--- config.mk ---
export PLATFORM = sky130hd
export DESIGN_NAME = tsc_capture
export DESIGN_NICKNAME = d
export VERILOG_FILES = /design/src/rtl/tsc_capture.sv
export SDC_FILE = /design/constraint.sdc
export NUM_CORES = 1
export LEC_CHECK = 0
export CAP_MARGIN = 25
export CORE_MARGIN = 3
export CORE_UTILIZATION = 49
export DETAILED_ROUTE_END_ITERATION = 10
export PLACE_DENSITY_LB_ADDON = 0.08
export SYNTH_ARGS = -nofsm -noshare
export SYNTH_HDL_FRONTEND = slang
export SYNTH_SLANG_ARGS = --single-unit
--- constraint.sdc ---
create_clock -name clk -period 5.29 [get_ports clk]
set_input_delay 1.587 -clock clk [delete_from_list [all_inputs] [get_ports clk]]
set_output_delay 1.587 -clock clk [all_outputs]
set_load 0.05 [all_outputs]
--- src/rtl/tsc_capture.sv ---
// Triggered sample capture: stores ADC samples in a ring buffer while armed,
// stamps the trigger time, keeps capturing a fixed number of post-trigger
// samples, then can stream the buffer oldest-first as start/data/stop frames.
module tsc_capture #(
    parameter int unsigned DATA_W    = 8,
    parameter int unsigned DEPTH     = 32,
    parameter int unsigned POST_TRIG = 16
) (
    input  logic              clk,
    input  logic              reset_n,
    input  logic              start,
    input  logic              sbf,
    input  logic [DATA_W-1:0] adc_data,
    input  logic              adc_rdy,
    input  logic [DATA_W-1:0] trigvl,
    input  logic [1:0]        trig_mode,
    output logic              req,
    output logic              trd,
    output logic              cd,
    output logic [31:0]       trigtm,
    output logic              sd,
    output logic              busy
);

    localparam int unsigned AW = $clog2(DEPTH);
    localparam int unsigned FW = AW + 1;
    localparam int unsigned BW = $clog2(DATA_W);

    typedef enum logic [2:0] {
        StIdle,
        StRunning,
        StPost,
        StSendStart,
        StSendData,
        StSendStop
    } state_e;

    state_e            state_q;
    logic [31:0]       timer_q;
    logic [AW-1:0]     wr_ptr_q;
    logic [AW-1:0]     rd_ptr_q;
    logic [FW-1:0]     fill_q;
    logic [FW-1:0]     send_left_q;
    logic [AW-1:0]     post_cnt_q;
    logic [DATA_W-1:0] prev_q;
    logic              prev_valid_q;
    logic [DATA_W-1:0] shift_q;
    logic [BW-1:0]     bit_cnt_q;
    logic              trd_q;
    logic              cd_q;
    logic [31:0]       trigtm_q;
    logic              sd_q;

    logic [DATA_W-1:0] mem_q [DEPTH];

    logic              acq;
    logic              sample_en;
    logic              trig_hit;
    logic [FW-1:0]     fill_inc;
    logic [AW-1:0]     first_idx;
    logic [DATA_W-1:0] rd_data;

    assign acq       = (state_q == StRunning) || (state_q == StPost);
    assign sample_en = acq && adc_rdy;
    assign rd_data   = mem_q[rd_ptr_q];

    // Trigger condition on the current sample; crossing modes need a prior sample.
    always_comb begin
        trig_hit = 1'b0;
        unique case (trig_mode)
            2'd0: trig_hit = adc_data > trigvl;
            2'd1: trig_hit = adc_data < trigvl;
            2'd2: trig_hit = prev_valid_q && (prev_q <= trigvl) && (adc_data > trigvl);
            2'd3: trig_hit = prev_valid_q && (prev_q >= trigvl) && (adc_data < trigvl);
            default: trig_hit = 1'b0;
        endcase
    end

    // Saturating fill count and oldest-sample index for transmission.
    always_comb begin
        fill_inc  = (fill_q == FW'(DEPTH)) ? fill_q : fill_q + 1'b1;
        first_idx = (fill_q == FW'(DEPTH)) ? wr_ptr_q : '0;
    end

    // Sample storage; left unreset since fill gates what is reachable.
    always_ff @(posedge clk) begin
        if (sample_en) begin
            mem_q[wr_ptr_q] <= adc_data;
        end
    end

    // Control FSM with all outputs registered.
    always_ff @(posedge clk or negedge reset_n) begin
        if (!reset_n) begin
            state_q      <= StIdle;
            timer_q      <= '0;
            wr_ptr_q     <= '0;
            rd_ptr_q     <= '0;
            fill_q       <= '0;
            send_left_q  <= '0;
            post_cnt_q   <= '0;
            prev_q       <= '0;
            prev_valid_q <= 1'b0;
            shift_q      <= '0;
            bit_cnt_q    <= '0;
            trd_q        <= 1'b0;
            cd_q         <= 1'b0;
            trigtm_q     <= '0;
            sd_q         <= 1'b1;
        end else begin
            if (acq) begin
                timer_q <= timer_q + 32'd1;
            end
            if (sample_en) begin
                wr_ptr_q     <= wr_ptr_q + 1'b1;
                fill_q       <= fill_inc;
                prev_q       <= adc_data;
                prev_valid_q <= 1'b1;
            end
            case (state_q)
                StIdle: begin
                    if (start) begin
                        state_q      <= StRunning;
                        timer_q      <= '0;
                        wr_ptr_q     <= '0;
                        fill_q       <= '0;
                        trd_q        <= 1'b0;
                        cd_q         <= 1'b0;
                        prev_q       <= '0;
                        prev_valid_q <= 1'b0;
                    end else if (sbf) begin
                        if (fill_q != '0) begin
                            state_q     <= StSendStart;
                            cd_q        <= 1'b0;
                            sd_q        <= 1'b0;
                            rd_ptr_q    <= first_idx;
                            send_left_q <= fill_q;
                        end else begin
                            cd_q <= 1'b1;
                        end
                    end
                end
                StRunning: begin
                    if (adc_rdy && trig_hit) begin
                        trigtm_q   <= timer_q;
                        post_cnt_q <= AW'(POST_TRIG);
                        if (POST_TRIG == 0) begin
                            state_q <= StIdle;
                            trd_q   <= 1'b1;
                        end else begin
                            state_q <= StPost;
                        end
                    end
                end
                StPost: begin
                    if (adc_rdy) begin
                        post_cnt_q <= post_cnt_q - 1'b1;
                        if (post_cnt_q == AW'(1)) begin
                            state_q <= StIdle;
                            trd_q   <= 1'b1;
                        end
                    end
                end
                StSendStart: begin
                    shift_q   <= rd_data;
                    sd_q      <= rd_data[DATA_W-1];
                    bit_cnt_q <= BW'(DATA_W - 1);
                    state_q   <= StSendData;
                end
                StSendData: begin
                    if (bit_cnt_q == '0) begin
                        sd_q    <= 1'b1;
                        state_q <= StSendStop;
                    end else begin
                        shift_q   <= {shift_q[DATA_W-2:0], 1'b0};
                        sd_q      <= shift_q[DATA_W-2];
                        bit_cnt_q <= bit_cnt_q - 1'b1;
                    end
                end
                StSendStop: begin
                    if (send_left_q == FW'(1)) begin
                        state_q <= StIdle;
                        cd_q    <= 1'b1;
                    end else begin
                        send_left_q <= send_left_q - 1'b1;
                        rd_ptr_q    <= rd_ptr_q + 1'b1;
                        sd_q        <= 1'b0;
                        state_q     <= StSendStart;
                    end
                end
                default: state_q <= StIdle;
            endcase
        end
    end

    assign req    = acq;
    assign busy   = (state_q != StIdle);
    assign trd    = trd_q;
    assign cd     = cd_q;
    assign trigtm = trigtm_q;
    assign sd     = sd_q;

endmodule

==> results.ini <==
[sta]
finClkSkew_ps=21.12
tns_ps=0
slew_headroom=0.3473
drv_slew=0
period_minus_slack_ps=4354
hold_viol=0
worstMarginPinSlew_ps=975.4
whs_ps=503.1
rsz0062_at_grt=no
fin_crit_sh=0.8231
setup-violations-final=0
clock.fmax_mhz=229.7

[clocking]
clockRootBuffer=clkbuf_16
cts_resized=0
clock_path_buffers=3
insertion_delay_ps=540
hold_buffers=0
cts_tree=built
cts_buffers=41
postCtsSetupBuffers=0
h-tree-depth=2
clk_pin_slew_worst_paths_ps=60
cts.sinks=372

[worst_setup_path]
crit_path_end_kind=output port
crit_type=flip-flop to output port
arrival_ps=2770
required_ps=3700
cp-start-kind=flip-flop
critical_path.max_fanout=13

[detailed_routing]
drc=0
vias_per_cell=5.780
initialDrtViolationCount=567
detail_route.wl_per_cell_um=21.93
wl_mm=33.34
drtPass1Iterations=5
ant_nets=0
vias=8785

[floorplan]
dieArea_mm2=0.03439
core_area_mm2=0.03164
start_util=0.4987
die_w_um=185.4
rows=65
die_h_um=185.4
boundaryPins=60

[pwr]
power.density_mw_per_mm2=460.7
ir_drop_mv=0.2755
leakage_nw=6.464
total_power_mw=8.324

[yosys]
synth_fp_nets=1063
synthAdderAreaFrac=0.02379
synth_xor_area_frac=0.01943
synthMuxAreaShare=0.1389
yosysWarnings=0
netlist_instances=1010
synth_ff_type=edfxtp_1
syn-cell-area_mm2=0.01578
synth-simple-area-share=0.08192
syn_area_per_cell_um2=15.62
synth_top_family_by_area=multiplexers
ys_ff_latch=372
async_reset_ff_frac=0.3118
ys_types=59
synth_compound_area_frac=0.04290
synth_edf_count=256
seq_area_frac_synth=0.6713

[outcome]
status=completed

[place]
dp_hpwl_mm=21.71
gp_congestion=0.8348
dpl-instance-area_mm2=0.01684
io_buffer_count=59
dp_cells=1445

[global_routing]
grt_pass1_vias=9005
grt_pass1_wl_mm=53.01
antenna_found_initial=0
grt_overflow_total=0
grt_usage=0.2026
grt_max_degree=117

[finish]
mostFrequentLayoutCell=edfxtp_1
mostFrequentLayoutCells=edfxtp_1, dfrtp_1, nor2_1, mux4_2, nand2_1
fillCellCount=2526
antennaDiodeCount=0
area_delta_synth_final_pct=14.52
final_nets=1139
final_cells=1520
drive_above_1_share=0.1860
fin_area_mm2=0.01807

[worst_hold_path]
hold_class=flip-flop to flip-flop

[job]
drv_cap=0

==> area by class of cell <==
class,instances,area (um2),area share
sequential,372,10600,0.5865
multi-input combinational,563,4852,0.2685
clock buffer,50,1081,0.05983
timing repair buffer,81,790.8,0.04376
tap,402,503.0,0.02784
clock inverter,25,143.9,0.007963
inverter,27,101.3,0.005609
==> critical path: stages (launching register included) <==
cell and delay (ps):
dfrtp_1 620, xnor2_1 220, nor2_1 480, clkdlybuf4s50_1 910
==> Yosys cell counts (all sizes together) (2+ instances only) <==
cell type  number  area (um2)
a21o            3       22.52
a21oi          45       229.0
a221o           5       50.05
a22o            5       43.79
a22oi           2       15.01
and2            3       18.77
and3           11       68.82
and4            3       26.28
buf            21       140.1
clkbuf         27       101.4
dfrtp         115        2878
edfxtp        256        7687
ha             30       375.4
inv            27       101.4
mux2           36       405.4
mux2i           3       30.03
mux4           78        1757
nand2          64       240.2
nand2b          3       18.77
nand3          20       105.1
nand3b          2       15.01
nand4          14       87.58
nor2          101       379.1
nor2b           6       37.54
nor3           15       75.07
nor3b           3       22.52
nor4            3       33.78
nor4b           3       26.28
o211ai          6       45.04
o21ai          32       160.2
or2             3       18.77
or3             9       56.30
or3b            3       26.28
or4             2       15.01
xnor2          14       122.6
xor2           21       183.9
==> flip-flops by register name, summed over array words and instances, names as in the netlist, 5 cells and up <==
register and count:
trigtm 32, fill_q 6, post_cnt_q 5, prev_q 8
send_left_q 6, shift_q 7, timer_q 32, mem_q 256
wr_ptr_q 5, rd_ptr_q 5
==> kinds of logic (layout without fill, tap and decap cells) <==
family,count (synthesis),in the layout
flip-flops,372,372
AO/OA/AOI/OAI,111,111
adder cells (fa/ha/maj),30,30
multiplexers,117,117
buffers and inverters,75,183
AND/OR/NAND/NOR,270,270
XOR/XNOR,35,35
==> routing by layer <==
metal | vias up | global-route usage | routed length (um)
met5 | - | 0 | 0
met4 | 0 | 0.04562 | 597
met3 | 48 | 0.03456 | 1742
met2 | 209 | 0.3150 | 15200
met1 | 4529 | 0.3045 | 15800
li1 | 3999 | - | -
==> final timing paths <==
| kind | from | end | slack, ps | depth (start not counted) |
|---|---|---|---|---|
| setup / recovery | state_q[1]$_DFFE_PN0P_ | req | 940 | 3 |
| hold / removal | trigtm[6]$_DFFE_PN0P_ | trigtm[6]$_DFFE_PN0P_ | 500 | 1 |
| setup reg to reg | state_q[1]$_DFFE_PN0P_ | mem_q[7][6]$_DFFE_PP_ | 1990 | 5 |
| hold reg to reg | trigtm[6]$_DFFE_PN0P_ | trigtm[6]$_DFFE_PN0P_ | 500 | 1 |
| max in group asynchronous | reset_n | trigtm[2]$_DFFE_PN0P_ | 3610 | 2 |
| min in group asynchronous | reset_n | send_left_q[4]$_DFFE_PN0P_ | 1050 | 2 |
==> metrics by stage <==
step / util / setup slack, ps
CTS: 0.5711 / 916.5
floorplan: - / 1483
global placement: 0.5318 / 762.9
detailed placement: 0.5324 / 735.8
global route: 0.5711 / 763.5
finish: 0.5711 / 935.7
==> power breakdown <==
| part | total, mW | internal (mW) | switching, mW |
|---|---|---|---|
| combinational | 2.07 | 0.943 | 1.13 |
| sequential | 3.66 | 3.35 | 0.310 |
| clock | 2.60 | 1.46 | 1.13 |
No activity file was read; power rests on OpenSTA's default activity.
